### src/rtl/wb_sdram_arbiter.sv
// ---------------------------------------------------------------------------
// wb_sdram_arbiter
//
// Two-master round-robin arbiter in front of the single Wishbone slave port
// of the SDRAM controller. A grant is held for the whole cyc tenure of the
// owning master, so incrementing bursts are never split. Arbitration takes
// one cycle, and the slave-side mux is driven combinationally from the
// registered grant.
//
// Parameters:
//   dw      - data width
//   aw      - address width
//   TIMEOUT - stalled cycles before a forced release (watchdog builds only)
//
// Ports:
//   sys_clk, sys_rst       - clock; asynchronous active-high reset
//   m0_* / m1_*            - requester ports: cyc/stb/we/addr/dat/sel/cti in,
//                            ack/err/dat out
//   s_*                    - controller port: cyc/stb/we/addr/dat/sel/cti out,
//                            ack/dat in
//   gnt_o                  - one-hot current grant {GNT1, GNT0}
//
// Optional build macro:
//   WB_ARB_TIMEOUT_EN      - adds an 8-bit watchdog. When the granted master
//                            stalls for TIMEOUT cycles with no ack, its err
//                            output pulses and the grant is released.
//                            Without it, m*_err_o are tied to 0.
// ---------------------------------------------------------------------------
module wb_sdram_arbiter #(
    parameter int dw      = 32,
    parameter int aw      = 26,
    parameter int TIMEOUT = 64
) (
    input  logic            sys_clk,
    input  logic            sys_rst,

    input  logic            m0_cyc_i,
    input  logic            m0_stb_i,
    input  logic            m0_we_i,
    input  logic [aw-1:0]   m0_addr_i,
    input  logic [dw-1:0]   m0_dat_i,
    input  logic [dw/8-1:0] m0_sel_i,
    input  logic [2:0]      m0_cti_i,
    output logic            m0_ack_o,
    output logic            m0_err_o,
    output logic [dw-1:0]   m0_dat_o,

    input  logic            m1_cyc_i,
    input  logic            m1_stb_i,
    input  logic            m1_we_i,
    input  logic [aw-1:0]   m1_addr_i,
    input  logic [dw-1:0]   m1_dat_i,
    input  logic [dw/8-1:0] m1_sel_i,
    input  logic [2:0]      m1_cti_i,
    output logic            m1_ack_o,
    output logic            m1_err_o,
    output logic [dw-1:0]   m1_dat_o,

    output logic            s_cyc_o,
    output logic            s_stb_o,
    output logic            s_we_o,
    output logic [aw-1:0]   s_addr_o,
    output logic [dw-1:0]   s_dat_o,
    output logic [dw/8-1:0] s_sel_o,
    output logic [2:0]      s_cti_o,
    input  logic            s_ack_i,
    input  logic [dw-1:0]   s_dat_i,

    output logic [1:0]      gnt_o
);

    // The watchdog counter is 8 bits wide, so TIMEOUT must fit in it.
    if (TIMEOUT < 1 || TIMEOUT > 256) begin : g_bad_timeout
        $error("wb_sdram_arbiter: TIMEOUT must be in 1..256");
    end

    typedef enum logic [1:0] {
        IDLE = 2'd0,
        GNT0 = 2'd1,
        GNT1 = 2'd2
    } state_t;

    state_t state;
    logic   last_gnt;   // master granted most recently; the loser of a tie
    logic   sel0;
    logic   sel1;
    logic   timeout;    // watchdog release of the current owner

    assign sel0  = (state == GNT0);
    assign sel1  = (state == GNT1);
    // The grant is decoded from the registered state only, so there is no
    // combinational path from the cyc inputs.
    assign gnt_o = {sel1, sel0};

    // Slave-side mux. Gating cyc with the registered grant guarantees at
    // least one cycle of s_cyc_o low whenever ownership changes.
    always_comb begin
        // NOTE: every output gets a default first, so no path through this
        // block can leave a value unassigned and infer a latch.
        s_cyc_o  = 1'b0;
        s_stb_o  = 1'b0;
        s_we_o   = 1'b0;
        s_addr_o = '0;
        s_dat_o  = '0;
        s_sel_o  = '0;
        s_cti_o  = '0;
        if (sel0) begin
            s_cyc_o  = m0_cyc_i;
            s_stb_o  = m0_stb_i;
            s_we_o   = m0_we_i;
            s_addr_o = m0_addr_i;
            s_dat_o  = m0_dat_i;
            s_sel_o  = m0_sel_i;
            s_cti_o  = m0_cti_i;
        end else if (sel1) begin
            s_cyc_o  = m1_cyc_i;
            s_stb_o  = m1_stb_i;
            s_we_o   = m1_we_i;
            s_addr_o = m1_addr_i;
            s_dat_o  = m1_dat_i;
            s_sel_o  = m1_sel_i;
            s_cti_o  = m1_cti_i;
        end
    end

    // Only the owner ever sees an ack. Read data is broadcast to both
    // masters, because a master only looks at it alongside its own ack.
    assign m0_ack_o = s_ack_i & sel0;
    assign m1_ack_o = s_ack_i & sel1;
    assign m0_dat_o = s_dat_i;
    assign m1_dat_o = s_dat_i;

`ifdef WB_ARB_TIMEOUT_EN
    logic [7:0] wdt;
    logic       leaving;

    // The owner is dropping cyc, so the state will change at the next edge.
    assign leaving = (sel0 & ~m0_cyc_i) | (sel1 & ~m1_cyc_i);
    assign timeout = (state != IDLE) & s_stb_o & ~s_ack_i &
                     (wdt == 8'(TIMEOUT - 1));
    assign m0_err_o = timeout & sel0;
    assign m1_err_o = timeout & sel1;

    always_ff @(posedge sys_clk or posedge sys_rst) begin
        if (sys_rst) begin
            wdt <= '0;
        end else if (state == IDLE || s_ack_i || leaving || timeout) begin
            wdt <= '0;
        end else if (s_stb_o) begin
            wdt <= wdt + 8'd1;
        end
    end
`else
    assign timeout  = 1'b0;
    assign m0_err_o = 1'b0;
    assign m1_err_o = 1'b0;
`endif

    // Grant FSM. A timeout release leaves last_gnt pointing at the errored
    // master, so the other master wins the next contention.
    always_ff @(posedge sys_clk or posedge sys_rst) begin
        // NOTE: state registers use non-blocking assignments, so every
        // branch reads the values from before this edge.
        if (sys_rst) begin
            state    <= IDLE;
            last_gnt <= 1'b1;
        end else begin
            case (state)
                IDLE: begin
                    if (m0_cyc_i && (!m1_cyc_i || last_gnt)) begin
                        state    <= GNT0;
                        last_gnt <= 1'b0;
                    end else if (m1_cyc_i) begin
                        state    <= GNT1;
                        last_gnt <= 1'b1;
                    end
                end
                GNT0: begin
                    if (timeout) begin
                        state <= IDLE;
                    end else if (!m0_cyc_i) begin
                        if (m1_cyc_i) begin
                            state    <= GNT1;
                            last_gnt <= 1'b1;
                        end else begin
                            state <= IDLE;
                        end
                    end
                end
                GNT1: begin
                    if (timeout) begin
                        state <= IDLE;
                    end else if (!m1_cyc_i) begin
                        if (m0_cyc_i) begin
                            state    <= GNT0;
                            last_gnt <= 1'b0;
                        end else begin
                            state <= IDLE;
                        end
                    end
                end
                default: state <= IDLE;
            endcase
        end
    end

endmodule

### config.mk
export PLATFORM = sky130hd
export DESIGN_NAME = wb_sdram_arbiter
export DESIGN_NICKNAME = d
export VERILOG_FILES = /design/src/rtl/wb_sdram_arbiter.sv
export SDC_FILE = /design/constraint.sdc
export NUM_CORES = 1
export LEC_CHECK = 0
export ABC_AREA = 1
export CORE_AREA = 2 2 121 123
export CTS_CLUSTER_DIAMETER = 120
export CTS_CLUSTER_SIZE = 25
export DETAILED_ROUTE_END_ITERATION = 12
export DIE_AREA = 0 0 123 125
export GPL_ROUTABILITY_DRIVEN = 0
export PLACE_DENSITY = 0.5
export SYNTH_ARGS = -nofsm -noshare
export SYNTH_HDL_FRONTEND = slang
export SYNTH_SLANG_ARGS = --single-unit
### constraint.sdc
create_clock -name sys_clk -period 2.55 [get_ports sys_clk]
set_clock_uncertainty 0.15 [all_clocks]
set_input_delay 0.51 -clock sys_clk [delete_from_list [all_inputs] [get_ports sys_clk]]
set_output_delay 0.51 -clock sys_clk [all_outputs]
set_load 0.03 [all_outputs]
==> out/results.tsv <==
stage	metric	value	unit
outcome	status	completed	
die	start_util	13.5	%
cells_and_area	final_area	3630	µm²
clock_tree	cts-resized-gates	0	
pwr	ir_drop	0.321	mV
timing	hold_viol	0	
timing	final.setup.tns	0	ns
synth	ys_seq_area_share	3.97	%
timing	fmax	0.412	GHz
global_routing	antenna_found_initial	0	
global_routing	grt_usage	9.64	%
die	die_w	123	µm
critical_path	crit_path_max_incr_delay	0.41	ns
die	core_area	14200	µm²
cells_and_area	area_growth	88.4	%
die	rows	44	
synth	synth.cells.most_frequent	nand2_1, buf_4, nand3_1, nand3_2, buf_2	
critical_path	crit_type	flop to output port	
critical_path	crit_chain	inv_1, ha_2, buf_4, nand2_1, o21ai_0, buf_4	
clock_tree	tritoncts	built	
cells_and_area	antenna_cells	0	
pwr	p_per_area	960	nW/µm²
clock_tree	numClockSinks	3	
synth	ys.flop_type	dfrtp_1	
critical_path	worst_setup_path_start_kind	flop	
critical_path	arrival	1.77	ns
routing	drtPass1Iterations	4	
synth	yosysMostFrequentCell	nand2_1	
cells_and_area	fillers	1583	
global_routing	grt_pass1_vias	2444	
placement	dp_hpwl	6770	µm
critical_path	r2r_cells	9	
clock_tree	path_clk_slew	0.03	ns
synth	postSynthAreaPerCell	5.56	µm²
synth	synth_seq_cells	3	
critical_path	required	1.89	ns
pwr	leakage	0.00180	µW
synth	synthTopCellsByArea	nand2_1, buf_4, nand3_1	
global_routing	grt-ovfl-total	0	
clock_tree	cts_setup_buffers	0	
timing	final-max-slew-violation-count	0	
routing	wire_per_inst	12.3	µm
die	die_y	125	µm
critical_path	cpMaxStageDelayCell	dfrtp_1	
timing	setup_viol	0	
critical_path	endpoint	s_cyc_o	
synth	netlist_area	1920	µm²
synth	post-synth-top-area-cell	nand2_1	
placement	io_buffers	210	
critical_path	r2r_end	state[0]	
timing	period_needed	2.43	ns
synth	synthArstFlopShare	100	%
clock_tree	hold_buffers	0	
critical_path	setup.worst_path.end_class	output port	
clock_tree	clock-root-buffer	clkbuf_16	
timing	rsz0062_at_grt	no	
job	max_cap_violations	0	
cells_and_area	drive_gt1_share	22.4	%
synth	synthDominantCellAreaShare	30.6	%
routing	wl	8170	µm
critical_path	path_common_cell	buf_4	
clock_tree	numCtsBuffers	3	
routing	drt_iter0_drc	143	
hold_path	hp-class	primary input to async pin	
cells_and_area	final_nets	654	
global_routing	grt_max_degree	38	
clock_tree	h-tree-depth	1	
synth	synth_cells	346	
cells_and_area	multiInputGateArea	1140	µm²
cells_and_area	ff_latch_area	76.3	µm²
critical_path	critPathLaunch	state[1]	
routing	drc	0	
global_routing	grt_pass1_wl	12000	µm
placement	place_area	3550	µm²
die	dieArea	15400	µm²
clock_tree	cts_max_path_buffers	2	
clock_tree	clkLatencyLatePin	0.22	ns
routing	ant_nets	0	
critical_path	crit_path_max_fanout	37	
critical_path	rr_startpoint	state[1]	
timing	period_share	95.1	%
die	io_pins	309	
synth	synth_edf_count	0	
synth	yosysUniqueCellTypes	16	
synth	yosysWarningCount	0	
routing	routed_via_density	3.84	
timing	holdWs	0.299	ns
routing	vias	2545	
critical_path	r2r_slack	0.70	ns
## cells by family after synthesis
family,synth area share (%)
DFF,3.97
other,0.195
and+or+nand+nor,55.0
AOI/OAI and AO/OA,0.780
adders and majority gates,2.60
buffers and inverters,37.5
## through the flow
step / utilization [%] / total power, µW / std cells / setup slack, ns
CTS: 25.5 / 3530 / 662 / 0.108
floorplan: - / 2260 / 347 / 0.287
global route: 25.5 / 3720 / 662 / 0.00281
finish: 25.5 / 3480 / 662 / 0.125
global placement: 25.0 / 3230 / 658 / 0.399
detailed placement: 25.0 / 3260 / 658 / 0.351
## layout make-up
class / count / share of cell area (%)
clock buffers: 4 / 2.17
well taps: 184 / 6.35
flip-flops and latches: 3 / 2.10
repair buffers: 218 / 56.7
multi-input cells: 241 / 31.3
inverters: 12 / 1.31
## worst min path at each step
stage             start  endpoint  slack [ns]
6_report        sys_rst  state[0]        0.30
5_1_grt         sys_rst  state[0]        0.33
4_1_cts         sys_rst  state[0]        0.30
3_5_place_dp   last_gnt  last_gnt        0.35
3_3_place_gp   last_gnt  last_gnt        0.35
2_1_floorplan   sys_rst  state[0]        0.11
## cell usage in the layout (no fill, tap or decap), types with 3 or more instances in the layout
cell type        count
nand2_1            157
nand3_2             20
clkbuf_16            3
buf_12               6
clkdlybuf4s50_1    138
nand3_1             50
o21ai_0              3
inv_1               11
buf_4               74
nor2_1               5
## per-layer routing
layer  global-route usage (%)  routed length, µm
met1                     11.1               3150
met2                     16.9               3920
met3                     2.97                898
met4                     2.94                210
met5                        0                  0
## flip-flops by register name, indices dropped and copies added (netlist names)
| name | flops |
|---|---|
| state | 2 |
| last_gnt | 1 |
## worst max-delay path: cells and delay by family, from the launching register on
kind	cells	cell delay [ns]
DFF	1	0.41
and+or+nand+nor	1	0.15
buffers and inverters	3	0.66
AOI/OAI and AO/OA	1	0.11
adders and majority gates	1	0.22
## where the power goes
| part | leakage [µW] | internal [µW] | switching, µW | total [µW] |
|---|---|---|---|---|
| Combinational | 0.00173 | 1180 | 1950 | 3130 |
| Clock | 0.0000382 | 207 | 45.0 | 252 |
| Sequential | 0.0000361 | 75.9 | 21.7 | 97.7 |
| Total | 0.00180 | 1460 | 2020 | 3480 |
No activity file was read; power rests on OpenSTA's default activity.
